**src/rtl/i2s_sample_feeder_pkg.sv**
```systemverilog
// Shared audio definitions for the synth output path (sample feeder and I2S controller).
package i2s_sample_feeder_pkg;

  localparam int SAMPLE_W = 16;
  localparam int UCNT_W   = 8;

  typedef struct packed {
    logic signed [SAMPLE_W-1:0] left;
    logic signed [SAMPLE_W-1:0] right;
  } stereo_t;

  function automatic stereo_t make_pair(input logic signed [SAMPLE_W-1:0] l,
                                        input logic signed [SAMPLE_W-1:0] r);
    stereo_t p;
    p.left  = l;
    p.right = r;
    return p;
  endfunction

endpackage

```
**src/rtl/i2s_sample_feeder_if.sv**
```systemverilog
// Bundle between the synth voice path, the sample feeder and the I2S controller.
interface i2s_sample_feeder_if
  import i2s_sample_feeder_pkg::*;
#(
  parameter int WIDTH = SAMPLE_W,
  parameter int DEPTH = 8
);
  localparam int AW = $clog2(DEPTH);

  logic                    in_valid;
  logic                    in_ready;
  logic signed [WIDTH-1:0] in_left;
  logic signed [WIDTH-1:0] in_right;
  logic                    frame_clk;
  logic signed [WIDTH-1:0] sample_left;
  logic signed [WIDTH-1:0] sample_right;
  logic [AW:0]             level;
  logic                    underrun;
  logic [UCNT_W-1:0]       underrun_count;

  modport slave (
    input  in_valid, in_left, in_right, frame_clk,
    output in_ready, sample_left, sample_right, level, underrun, underrun_count
  );

  modport master (
    output in_valid, in_left, in_right, frame_clk,
    input  in_ready, sample_left, sample_right, level, underrun, underrun_count
  );

endinterface

```
**src/rtl/i2s_sample_feeder_sync_fifo.sv**
```systemverilog
// Generic single-clock FIFO; push when full and pop when empty are ignored.
module i2s_sample_feeder_sync_fifo #(
  parameter int DATA_W = 32,
  parameter int DEPTH  = 8
) (
  input  logic                     clk,
  input  logic                     rst,
  input  logic                     i_push,
  input  logic                     i_pop,
  input  logic [DATA_W-1:0]        i_wdata,
  output logic [DATA_W-1:0]        o_rdata,
  output logic                     o_full,
  output logic                     o_empty,
  output logic [$clog2(DEPTH):0]   o_level
);
  localparam int AW = $clog2(DEPTH);
  localparam int LW = AW + 1;
  localparam logic [LW-1:0] FULL_LVL = LW'(DEPTH);

  logic [DATA_W-1:0] r_mem [DEPTH];
  logic [AW-1:0]     r_wptr;
  logic [AW-1:0]     r_rptr;
  logic [LW-1:0]     r_level;
  logic              w_push;
  logic              w_pop;

  assign o_full  = (r_level == FULL_LVL);
  assign o_empty = (r_level == '0);
  assign w_push  = i_push & ~o_full;
  assign w_pop   = i_pop & ~o_empty;
  assign o_rdata = r_mem[r_rptr];
  assign o_level = r_level;

  // Storage carries no reset; validity is tracked by the pointers alone.
  always_ff @(posedge clk) begin
    if (w_push) begin
      r_mem[r_wptr] <= i_wdata;
    end
  end

  always_ff @(posedge clk) begin
    if (rst) begin
      r_wptr  <= '0;
      r_rptr  <= '0;
      r_level <= '0;
    end else begin
      if (w_push) begin
        r_wptr <= r_wptr + AW'(1);
      end
      if (w_pop) begin
        r_rptr <= r_rptr + AW'(1);
      end
      case ({w_push, w_pop})
        2'b10:   r_level <= r_level + LW'(1);
        2'b01:   r_level <= r_level - LW'(1);
        default: r_level <= r_level;
      endcase
    end
  end

endmodule

```
**src/rtl/i2s_sample_feeder.sv**
```systemverilog
// Buffers stereo pairs from the synth path and hands one pair per I2S frame to the controller.
module i2s_sample_feeder
  import i2s_sample_feeder_pkg::*;
#(
  parameter int WIDTH = SAMPLE_W,
  parameter int DEPTH = 8
) (
  input  logic                 clk,
  input  logic                 reset,
  i2s_sample_feeder_if.slave   bus
);
  localparam int AW = $clog2(DEPTH);
  localparam int LW = AW + 1;

  function automatic logic [UCNT_W-1:0] sat_inc(input logic [UCNT_W-1:0] v);
    return (v == '1) ? v : v + UCNT_W'(1);
  endfunction

  logic                    w_full;
  logic                    w_empty;
  logic [LW-1:0]           w_level;
  logic [2*WIDTH-1:0]      w_head;
  logic                    w_in_ready;
  logic                    w_push;
  logic                    w_frame_fall;
  logic                    w_pop;

  logic                    r_frame_clk_q;
  logic signed [WIDTH-1:0] r_left;
  logic signed [WIDTH-1:0] r_right;
  logic                    r_underrun;
  logic [UCNT_W-1:0]       r_ucnt;

  // Ready depends only on registered occupancy, so a full FIFO refuses even on a pop cycle.
  assign w_in_ready   = ~reset & ~w_full;
  assign w_push       = bus.in_valid & w_in_ready;
  assign w_frame_fall = r_frame_clk_q & ~bus.frame_clk;
  assign w_pop        = w_frame_fall & ~w_empty;

  i2s_sample_feeder_sync_fifo #(
    .DATA_W (2*WIDTH),
    .DEPTH  (DEPTH)
  ) u_fifo (
    .clk     (clk),
    .rst     (reset),
    .i_push  (w_push),
    .i_pop   (w_pop),
    .i_wdata ({bus.in_left, bus.in_right}),
    .o_rdata (w_head),
    .o_full  (w_full),
    .o_empty (w_empty),
    .o_level (w_level)
  );

  // Frame boundary: load the head pair (or silence) one cycle after the word-select fall.
  always_ff @(posedge clk) begin
    if (reset) begin
      r_frame_clk_q <= 1'b0;
      r_left        <= '0;
      r_right       <= '0;
      r_underrun    <= 1'b0;
      r_ucnt        <= '0;
    end else begin
      r_frame_clk_q <= bus.frame_clk;
      r_underrun    <= 1'b0;
      if (w_frame_fall) begin
        if (!w_empty) begin
          {r_left, r_right} <= w_head;
        end else begin
          r_left     <= '0;
          r_right    <= '0;
          r_underrun <= 1'b1;
          r_ucnt     <= sat_inc(r_ucnt);
        end
      end
    end
  end

  assign bus.in_ready       = w_in_ready;
  assign bus.sample_left    = r_left;
  assign bus.sample_right   = r_right;
  assign bus.level          = w_level;
  assign bus.underrun       = r_underrun;
  assign bus.underrun_count = r_ucnt;

endmodule

```
**src/flat_wrapper.sv**
```systemverilog
// flat-port wrapper written by rule: the top's interface ports become plain ports
module i2s_sample_feeder_flat import i2s_sample_feeder_pkg::*;
#(
  parameter int WIDTH = SAMPLE_W,
  parameter int DEPTH = 8
)
  (clk, reset, bus_in_valid, bus_in_left, bus_in_right, bus_frame_clk, bus_in_ready, bus_sample_left, bus_sample_right, bus_level, bus_underrun, bus_underrun_count);
  i2s_sample_feeder_if #(.WIDTH(WIDTH), .DEPTH(DEPTH)) bus_i ();
  input  logic clk;
  input  logic reset;
  input wire logic [$bits(bus_i.in_valid)-1:0] bus_in_valid;
  input wire logic [$bits(bus_i.in_left)-1:0] bus_in_left;
  input wire logic [$bits(bus_i.in_right)-1:0] bus_in_right;
  input wire logic [$bits(bus_i.frame_clk)-1:0] bus_frame_clk;
  output wire logic [$bits(bus_i.in_ready)-1:0] bus_in_ready;
  output wire logic [$bits(bus_i.sample_left)-1:0] bus_sample_left;
  output wire logic [$bits(bus_i.sample_right)-1:0] bus_sample_right;
  output wire logic [$bits(bus_i.level)-1:0] bus_level;
  output wire logic [$bits(bus_i.underrun)-1:0] bus_underrun;
  output wire logic [$bits(bus_i.underrun_count)-1:0] bus_underrun_count;
  assign bus_i.in_valid = bus_in_valid;
  assign bus_i.in_left = bus_in_left;
  assign bus_i.in_right = bus_in_right;
  assign bus_i.frame_clk = bus_frame_clk;
  assign bus_in_ready = bus_i.in_ready;
  assign bus_sample_left = bus_i.sample_left;
  assign bus_sample_right = bus_i.sample_right;
  assign bus_level = bus_i.level;
  assign bus_underrun = bus_i.underrun;
  assign bus_underrun_count = bus_i.underrun_count;
  i2s_sample_feeder #(.WIDTH(WIDTH), .DEPTH(DEPTH)) u_core (.clk(clk), .reset(reset), .bus(bus_i));
endmodule
```
**config.mk**
```make
export PLATFORM = sky130hd
export DESIGN_NAME = i2s_sample_feeder_flat
export DESIGN_NICKNAME = d
export VERILOG_FILES = /design/src/rtl/i2s_sample_feeder_pkg.sv /design/src/rtl/i2s_sample_feeder_if.sv /design/src/rtl/i2s_sample_feeder_sync_fifo.sv /design/src/rtl/i2s_sample_feeder.sv /design/src/flat_wrapper.sv
export SDC_FILE = /design/constraint.sdc
export NUM_CORES = 1
export LEC_CHECK = 0
export BUFFER_PORTS_ARGS = -buffer_cell sky130_fd_sc_hd__buf_2
export CAP_MARGIN = 20
export CORE_ASPECT_RATIO = 0.75
export CORE_UTILIZATION = 48
export DETAILED_ROUTE_END_ITERATION = 6
export HOLD_SLACK_MARGIN = 0.05
export PLACE_DENSITY = 0.76
export SLEW_MARGIN = 10
export SYNTH_ARGS = -nofsm -noshare
export SYNTH_HDL_FRONTEND = slang
export SYNTH_SLANG_ARGS = --single-unit
```
**constraint.sdc**
```tcl
create_clock -name clk -period 3.85 [get_ports clk]
set_input_delay 0.385 -clock clk [delete_from_list [all_inputs] [get_ports clk]]
set_output_delay 0.385 -clock clk [all_outputs]
set_load 0.005 [all_outputs]
```
==> results.json <==
{
  "slew_headroom": 0.350,
  "layout_common_cells": "256 x edfxtp_1, 81 x buf_2, 73 x nand2_1",
  "die_h_um": 136,
  "wl_met2_um": 10100,
  "power.share.sequential": 0.564,
  "layout_commonest_cell": "edfxtp_1",
  "switchingPower_w": 0.00131,
  "wl_met1_um": 10200,
  "routed.top_layer": "met5",
  "layout.nets": 743,
  "cts_sinks": 311,
  "antenna_found_initial": 2,
  "synthCells": 600,
  "ys_types": 35,
  "firstDrtPassIters": 5,
  "fin_crit_ns": 2.83,
  "vias_per_cell": 5.61,
  "synthesis.area_um2": 11500,
  "grt_pass1_wl_um": 34400,
  "met3_length_um": 1300,
  "syn_nets": 642,
  "cts_root_buf": "clkbuf_16",
  "gp_congestion": 0.784,
  "netSwitchingFraction": 0.200,
  "die_w_um": 181,
  "ant_nets": 0,
  "dp.cells": 970,
  "endpoint_kind": "register",
  "cts_setup_buffers": 0,
  "hold_class": "in2reg",
  "ios": 82,
  "post_cts_resized": 0,
  "finalNonFillerCells": 1024,
  "synth-seq-cells": 311,
  "grt_max_degree": 43,
  "cts_buffer_depth": 3,
  "crit_type": "reg2reg",
  "drive_above_1_share": 0.306,
  "worst_pin_slew_ns": 0.975,
  "p_leak_nw": 4.50,
  "comb_power_share": 0.028,
  "worstPathMaxFanout": 9,
  "max-cap-violations": 0,
  "cts_made_buffers": 29,
  "grt_usage": 0.184,
  "cp_data_required_time_ns": 4.32,
  "fin_tns_setup_ns": 0,
  "internal_power_w": 0.00525,
  "fin_ws_ns": 1.02,
  "drcViolationCount": 0,
  "setup_viol": 0,
  "synth-seq-area-share": 0.764,
  "detail_route.wirelength_um": 22000,
  "wire_per_inst_um": 21.5,
  "syn_to_final_growth_pct": 15.6,
  "dp_hpwl_um": 13100,
  "grt_overflow": 0,
  "place_ws_ns": 1.01,
  "tritoncts": "yes",
  "grt_pass1_vias": 5969,
  "first_iter_violations": 459,
  "insertion_delay_ns": 0.55,
  "die_area_um2": 24600,
  "n_fill_cell": 1719,
  "timing.final.crit_share": 0.736,
  "outcome": "finished clean",
  "syn_avg_cell_area_um2": 19.2,
  "coreArea_um2": 23200,
  "power_density_nw_per_um2": 494,
  "cts_max_level": 1,
  "clkSlewWorstSetupHoldPaths_ns": 0.06,
  "startpoint_type": "register",
  "hold_viol": 0,
  "initial_utilization": 0.495,
  "ctsHoldBuffers": 0,
  "rsz0062_at_grt": "false",
  "yosys_warnings": 0,
  "power_frac_clock": 0.409,
  "fmax_mhz": 353,
  "fp-row-count": 48,
  "critPathArrivalTime_ns": 3.30,
  "drv_slew": 0,
  "num_vias": 5746,
  "clock_skew_ns": 0.0210,
  "io_buffers": 81,
  "ir_drop_mv": 0.398
}
==> Yosys cell counts, drive strengths merged <==
master / instances / area, um^2
o21ai: 5 / 25.0
dfxtp: 55 / 1100
xnor2: 3 / 26.3
xor2: 6 / 52.6
nor3b: 2 / 15.0
or3: 2 / 12.5
mux2i: 3 / 30.0
edfxtp: 256 / 7690
ha: 6 / 75.1
nand2b: 6 / 37.5
and3: 1 / 6.26
nand2: 73 / 274
o211ai: 1 / 21.3
a21oi: 9 / 45.0
o2111ai: 2 / 17.5
or4: 2 / 15.0
nand3b: 1 / 7.51
nor4b: 2 / 17.5
mux2: 2 / 22.5
mux4: 64 / 1440
clkbuf: 15 / 56.3
o31ai: 2 / 15.0
nor2: 22 / 82.6
buf: 12 / 58.8
nand4: 1 / 6.26
nor4bb: 2 / 20.0
nor2b: 4 / 25.0
nor4: 2 / 27.5
nor3: 3 / 15.0
inv: 1 / 3.75
a22oi: 32 / 240
nand3: 3 / 20.0
==> through the flow <==
step	hold slack (ns)	area [um^2]	total power, W	utilization
after detailed placement	0.424	12400	0.00396	0.534
after CTS	0.0655	13300	0.00662	0.572
after global routing	0.101	13300	0.00677	0.572
after floorplan	0.435	11500	0.00385	-
after global placement	0.421	12400	0.00394	0.534
final	0.0844	13300	0.00657	0.572
==> registers in the layout (all words and copies together) (netlist names), named ones only <==
| register | count |
|---|---|
| u_core.bus.underrun_count | 8 |
| u_core.u_fifo.r_wptr | 3 |
| u_core.r_frame_clk_q | 1 |
| u_core.bus.sample_right | 16 |
| u_core.u_fifo.o_level | 4 |
| u_core.u_fifo.r_mem | 256 |
| u_core.bus.underrun | 1 |
| u_core.bus.sample_left | 16 |
| u_core.u_fifo.r_rptr | 3 |
==> layout make-up <==
type                    count  area (um^2)  share of cell area
clock buffers              39          793              0.0597
clock inverters            14         97.6             0.00734
flip-flops and latches    311         8790               0.661
multi-input cells         261         2680               0.202
inverters                   1         3.75            0.000282
repair buffers             97          551              0.0414
diodes                      1         2.50            0.000188
well taps                 300          375              0.0282
==> critical path, cell delays in order (launching register included) <==
cell and delay (ns):
dfxtp_1 0.55, nor4b_1 0.15, nor3b_1 0.51, inv_1 0.14
ha_1 0.31, xor2_1 0.17, ha_1 0.19, a21oi_1 0.16
xor2_1 0.11, or3_1 0.32, a21oi_1 0.15
==> power by group through the flow <==
stage          Sequential [W]  Combinational (W)  Clock (W)
6_report              0.00370           0.000183    0.00268
5_1_grt               0.00370           0.000201    0.00286
3_3_place_gp          0.00377           0.000174          0
4_1_cts               0.00370           0.000186    0.00273
2_1_floorplan         0.00377          0.0000836          0
3_5_place_dp          0.00377           0.000185          0
==> kinds of logic after synthesis <==
kind of cell,share of synthesized area
AOI/OAI and AO/OA,0.0317
xor gates and xnor gates,0.00685
adders and majority gates,0.00653
buffers and inverters,0.0103
DFF,0.764
muxes,0.130
and+or+nand+nor,0.0506
==> layer usage <==
layer,up-vias,global-route usage
met5,-,0
met4,2,0.0418
met3,32,0.0340
met2,182,0.291
met1,2931,0.270
li1,2599,-
==> path summary, 6_finish.rpt <==
check	startpoint	end	slack (ns)	depth (start not counted)
max	u_core.u_fifo.o_level[1]$_SDFFE_PP0P_	u_core.u_fifo.o_level[2]$_SDFFE_PP0P_	1.02	10
min	bus_frame_clk	u_core.r_frame_clk_q$_SDFF_PP0_	0.08	2
max reg2reg	u_core.u_fifo.o_level[1]$_SDFFE_PP0P_	u_core.u_fifo.o_level[2]$_SDFFE_PP0P_	1.02	10
min reg2reg	u_core.bus.sample_left[15]$_SDFFE_PP0N_	u_core.bus.sample_left[15]$_SDFFE_PP0N_	0.43	2
(Power assumes the default switching activity.)
